$ cat src/rtl/pe_demux.sv
// 1->N operand distributor: steers one valid/ready input word per cycle into one of
// 2**SEL_WIDTH single-entry lane registers. Optional broadcast via PE_DEMUX_BCAST_EN.
module pe_demux #(
  parameter int unsigned WIDTH     = 8,
  parameter int unsigned SEL_WIDTH = 3
) (
  input  logic                            clk,
  input  logic                            rst_n,
  input  logic                            in_valid,
  output logic                            in_ready,
  input  logic [WIDTH-1:0]                in_data,
  input  logic [SEL_WIDTH-1:0]            in_sel,
  input  logic                            in_auto,
`ifdef PE_DEMUX_BCAST_EN
  input  logic                            in_bcast,
`endif
  output logic [(2**SEL_WIDTH)-1:0]       out_valid,
  input  logic [(2**SEL_WIDTH)-1:0]       out_ready,
  output logic [(2**SEL_WIDTH)*WIDTH-1:0] out_data,
  output logic [SEL_WIDTH-1:0]            rr_ptr,
  output logic                            frame_done
);

  localparam int unsigned N_IN = 2**SEL_WIDTH;

  logic [1:0]           rst_sync;
  logic                 rst_int_n;
  logic [N_IN-1:0]      lane_free;
  logic [N_IN-1:0]      wr_en;
  logic [SEL_WIDTH-1:0] tgt;
  logic                 bcast;
  logic                 accept;
  logic                 auto_acc;

  // Assert asynchronously, release two clocks after rst_n rises.
  always_ff @(posedge clk or negedge rst_n) begin
    if (!rst_n) rst_sync <= '0;
    else        rst_sync <= {rst_sync[0], 1'b1};
  end
  assign rst_int_n = rst_sync[1];

`ifdef PE_DEMUX_BCAST_EN
  assign bcast = in_bcast;
`else
  assign bcast = 1'b0;
`endif

  assign lane_free = ~out_valid | out_ready;
  assign tgt       = in_auto ? rr_ptr : in_sel;

  always_comb begin
    in_ready = 1'b0;
    if (rst_int_n) in_ready = bcast ? (&lane_free) : lane_free[tgt];
  end

  assign accept   = in_valid && in_ready;
  assign auto_acc = accept && in_auto && !bcast;

  always_comb begin
    wr_en = '0;
    if (accept) begin
      if (bcast) wr_en = '1;
      else       wr_en[tgt] = 1'b1;
    end
  end

  always_ff @(posedge clk or negedge rst_int_n) begin
    if (!rst_int_n) begin
      out_valid <= '0;
      out_data  <= '0;
    end else begin
      for (int unsigned i = 0; i < N_IN; i++) begin
        if (wr_en[i]) begin
          out_valid[i]                <= 1'b1;
          out_data[i*WIDTH +: WIDTH]  <= in_data;
        end else if (out_ready[i]) begin
          out_valid[i] <= 1'b0;
        end
      end
    end
  end

  always_ff @(posedge clk or negedge rst_int_n) begin
    if (!rst_int_n) begin
      rr_ptr     <= '0;
      frame_done <= 1'b0;
    end else begin
      frame_done <= auto_acc && (rr_ptr == SEL_WIDTH'(N_IN - 1));
      if (auto_acc) rr_ptr <= rr_ptr + 1'b1;
    end
  end

endmodule

$ cat config.mk
export PLATFORM = sky130hd
export DESIGN_NAME = pe_demux
export DESIGN_NICKNAME = d
export VERILOG_FILES = /design/src/rtl/pe_demux.sv
export SDC_FILE = /design/constraint.sdc
export NUM_CORES = 1
export LEC_CHECK = 0
export BUFFER_PORTS_ARGS = -buffer_cell sky130_fd_sc_hd__buf_2
export CAP_MARGIN = 20
export CORE_ASPECT_RATIO = 0.5
export CORE_MARGIN = 2
export CORE_UTILIZATION = 35
export DETAILED_ROUTE_END_ITERATION = 8
export PLACE_DENSITY = 0.63
export RECOVER_POWER = 100
export SYNTH_ARGS = -nofsm -noshare
export SYNTH_HDL_FRONTEND = slang
export SYNTH_SLANG_ARGS = --single-unit
$ cat constraint.sdc
create_clock -name clk -period 5.1 [get_ports clk]
set_input_delay 0 -clock clk [delete_from_list [all_inputs] [get_ports clk]]
set_output_delay 0 -clock clk [all_outputs]
set_load 0.005 [all_outputs]
### Yosys cells after proc, flatten, opt, wreduce, memory -nomap -nowiden

Index checks and enable logic that the tools add are counted.

* add/sub/neg operators: 1
* magnitude comparators: 2
* equality and inequality tests: 1
* multiplexer cells: 23
* bitwise logic cells: 2
* reductions and logical operators: 12

Operators with widths (count)
* 1-bit two-way mux: 19
* 2-bit nonzero test: 8
* 8-bit two-way mux: 1
* 8-bit inverter: 1
* 8-bit OR: 1
* 1-bit logical AND: 4
* 3-bit by 4-bit < comparator with 1-bit output, second input constant: 1
* 3-bit by 1-bit adder with 3-bit output, second input constant: 1
* 1-bit binary-select mux with 3-bit select: 1
* 1-bit demux with 3-bit select: 1
* 3-bit == test, second input constant: 1
* 3-bit by 1-bit greater-or-equal comparator with 1-bit output, second input constant: 1
* 3-bit two-way mux: 1

* flip-flop bits (word level): 78
* input port bits: 23
* output and inout bits: 77
* logic and storage cells: 60

### Depth between registers and ports, before layout

* depth in word-level cells: 8
* gate-level depth with buffers: 7
* depth with buffers taken out: 5

### Worst setup path after synthesis

Ideal clock, no wire load.

* kind: flip-flop to flip-flop
* from: register rst_sync[1]
* to: register out_data[16]
* data arrival time: 3.636 ns
* required time: 4.975 ns
* path slack: 1.339 ns
* stages on the path, launching flop included: 4
* buffers on the path: 0
* path through: dfrtp_1 nand3_1 nor4b_4 mux2_2

* cells in the longest elaborated chain, start to end: 3

RTL lines
* start: declaration: line 26 `logic [1:0] rst_sync;`
* start signal: assignment: line 38 `else rst_sync <= {rst_sync[0], 1'b1};`
* 1-bit two-way mux: line 53 `if (rst_int_n) in_ready = bcast ? (&lane_free) : lane_free[tgt];`
* 1-bit logical AND: line 56 `assign accept = in_valid && in_ready;`
* 8-bit two-way mux: line 61 `if (accept) begin`
* end signal: indexed assignment: line 75 `out_data[i*WIDTH +: WIDTH] <= in_data;`
* end: declaration: line 19 `output logic [(2**SEL_WIDTH)*WIDTH-1:0] out_data,`

No other way between the ends.
A chain may end at the register's enable or synchronous reset.

### Worst setup path after layout

* from: register rst_sync[1]
* to: register out_data[6]

Same word-level chain as after synthesis.

==> impl_results.md <==
* Skew-Pair Late Insertion Delay at 0.32 ns
* Final period util at 66.0%
* Vias per cell at 4.70
* Multi-input gate area at 1220 um2
* PD cells at 554 nW/um2
* Seq/Total Area, Yosys at 60.7%
* Detailed placer's ending HPWL at 5.43 mm
* Final WL at 7.58 mm
* Fin Setup TNS at 0 ns
* Multiplexer area fraction after synthesis at 24.1%
* First-pass GRT wire length at 12.1 mm
* Placer congestion estimate at 0.823
* Gate Count Post-Synth at 209
* Clock Tree Root: clkbuf_16
* CP arrival at 3.57 ns
* Core Box Area at 8800 um2
* Yosys Warn Count at 0
* Compound-cell area share of the yosys netlist at 3.43%
* Number of remaining DRC errors at 0
* Final ANT Viol Nets at 0
* Initial Util at 36.5%
* # H-tree levels at 3
* Outcome: complete, but fails checks
* Die width at 140 um
* Post-synthesis adder-cell area fraction at 0.779%
* Final setup fails at 0
* Syn_nets at 234
* CTS Buf Count at 9
* Max Freq at 0.297 GHz
* Area Overhead vs Synth at 29.3%
* Synth cell types at 38
* Max Buffers Root-to-Sink at 2
* Critical path class: register to register
* Combinational family with the most area after synthesis: multiplexers
* CP Data Required Time at 5.30 ns
* Worst Setup Start Kind: register
* Maximum fanout along the worst path at 42
* Minimum clock period at 3.36 ns
* Initial DRC Count at 64
* Clock sink count at 78
* Leak pwr at 1.95 nW
* Fin. max-slew vios at 42
* Post-Syn Area per Cell at 15.4 um2
* Mapped cell area at 3210 um2
* PnR Total Power at 0.00230 W
* Worst-path clk slew at 0.06 ns
* # IOs at 100
* Routed vias at 2,093
* Number of global-route vias before repair at 2,239
* Diodes inserted at 0
* Router iterations before antenna repair at 4
* Violated checks: capacitance limit, slew limit
* Routed len/inst at 17.0 um
* Synth Area in Simple Gates at 9.50%
* TritonCTS clock tree: yes
* Fillcell total at 785
* Final nets at 348
* Register area at 1950 um2
* Full die area at 10,000 um2
* Chip Height at 71.8 um
* CP endpoint kind: register
* Clock skew at 0.00558 ns
* Hold Violations, Final at 0
* Global-route usage over all layers at 15.8%
* Hold crit path type: primary input to register
* Worst Max-Slew Pin Slew at 1.63 ns
* Grt total ovfl at 0
* Worst slew margin at -8.61%
* Layout cells sized above 1 at 46.6%
* IO buf count at 99
* VDD IR max at 0.212 mV
* Largest net degree at the start of global routing at 81
* Xor and xnor area share after synthesis at 0.273%
* Seq cells post-synth at 78
* Max-Cap Viols at 1
* Antenna violations before repair at 0
* Unrepaired setup endpoints after global routing: no
* # rows at 24
[stage by stage]
step | instances | hold WS (ns) | instance area [um2] | util (%) | setup slack [ns]
3_5_place_dp | 422 | -0.213 | 3840 | 43.6 | 2.22
6_report | 445 | 0.0147 | 4150 | 47.2 | 1.74
5_1_grt | 445 | 0.0130 | 4150 | 47.2 | 1.33
4_1_cts | 444 | 0.00210 | 4200 | 47.8 | 2.20
3_3_place_gp | 422 | -0.215 | 3840 | 43.6 | 2.36
2_1_floorplan | 209 | -0.296 | 3210 | - | 1.34
[logic make-up after synthesis]
kind of cell,after synthesis
compound gates,12
xor+xnor,1
fa+ha+maj,2
buf+inv,7
flops,78
mux,69
other cells,1
simple gates,39
[layer usage]
layer	vias up	global-route usage, %	routed length [um]
met2	50	25.8	3650
li1	980	-	-
met3	11	5.08	349
met1	1052	20.0	3460
met5	-	0	0
met4	0	5.72	120
[timing repair]
action,CTS,global route
gates resized for setup,0,0
setup buffers,0,0
endpoints found under the hold margin,7,0
hold buffers,6,0
[registers in the layout, summed over array words and instances (netlist names)]
| register | count |
|---|---|
| out_data | 64 |
| out_valid | 8 |
| rr_ptr | 3 |
| rst_sync | 2 |
| frame_done | 1 |
[area by class of cell]
| class | instances | area share, % |
|---|---|---|
| sequential | 78 | 47.0 |
| clock buffer | 11 | 5.84 |
| inverter | 4 | 0.361 |
| multi-input combinational | 124 | 29.3 |
| timing repair buffer | 106 | 12.6 |
| clock inverter | 5 | 1.42 |
| tap | 117 | 3.52 |
[cell usage after synthesis, drive strengths merged]
cell     count  area, um2
a211oi       1       7.51
a21o         2       15.0
a21oi        1       5.00
a221o        1       11.3
and2         1       6.26
and3         1       6.26
and3b        1       10.0
and4         1       8.76
buf          2       15.0
clkbuf       1       3.75
conb         1       3.75
dfrtp       78       1950
ha           2       25.0
inv          4       15.0
mux2        67        754
mux2i        2       20.0
nand2        5       18.8
nand2b       2       12.5
nand3        4       20.0
nand3b       2       15.0
nand4        1       6.26
nor2         1       3.75
nor2b        5       31.3
nor3         2       15.0
nor3b        2       15.0
nor4         2       42.5
nor4b        2       47.6
o2111ai      2       30.0
o211ai       2       20.0
o21ai        2       10.0
o32a         1       11.3
or2          6       37.5
or3b         1       8.76
xor2         1       8.76
[cells in the final DEF, fill, tap and decap left out, types with 4 or more instances in the layout]
| master | count |
|---|---|
| buf_2 | 57 |
| clkbuf_1 | 43 |
| clkbuf_16 | 9 |
| dfrtp_1 | 78 |
| dlygate4sd3_1 | 6 |
| inv_1 | 4 |
| mux2_2 | 66 |
| nand2_1 | 5 |
| nand3_1 | 4 |
| nor2b_1 | 5 |
| or2_2 | 5 |
[worst paths after layout]
kind                        startpoint           end  slack (ns)  cells after the start
hold reg to reg            rst_sync[0]   rst_sync[1]        0.35                      0
min in group asynchronous        rst_n   rst_sync[0]        0.52                      3
setup / recovery           rst_sync[1]   out_data[6]        1.74                      4
setup reg to reg           rst_sync[1]   out_data[6]        1.74                      4
max in group asynchronous  rst_sync[1]   out_data[5]        3.46                      0
hold / removal              in_data[6]  out_data[62]        0.01                      2
[report_power, final]
part	internal (W)	leakage [nW]	switching [W]
sequential	0.000874	0.985	0.000158
combinational	0.000361	0.828	0.000283
clock	0.000392	0.142	0.000233
[critical path, cell delays in order, from the launching register on]
cell and delay (ns):
dfrtp_1 1.43, buf_12 0.33, o2111ai_1 0.32, nor4_4 0.72, mux2_2 0.42
No activity file was read; power rests on OpenSTA's default activity.
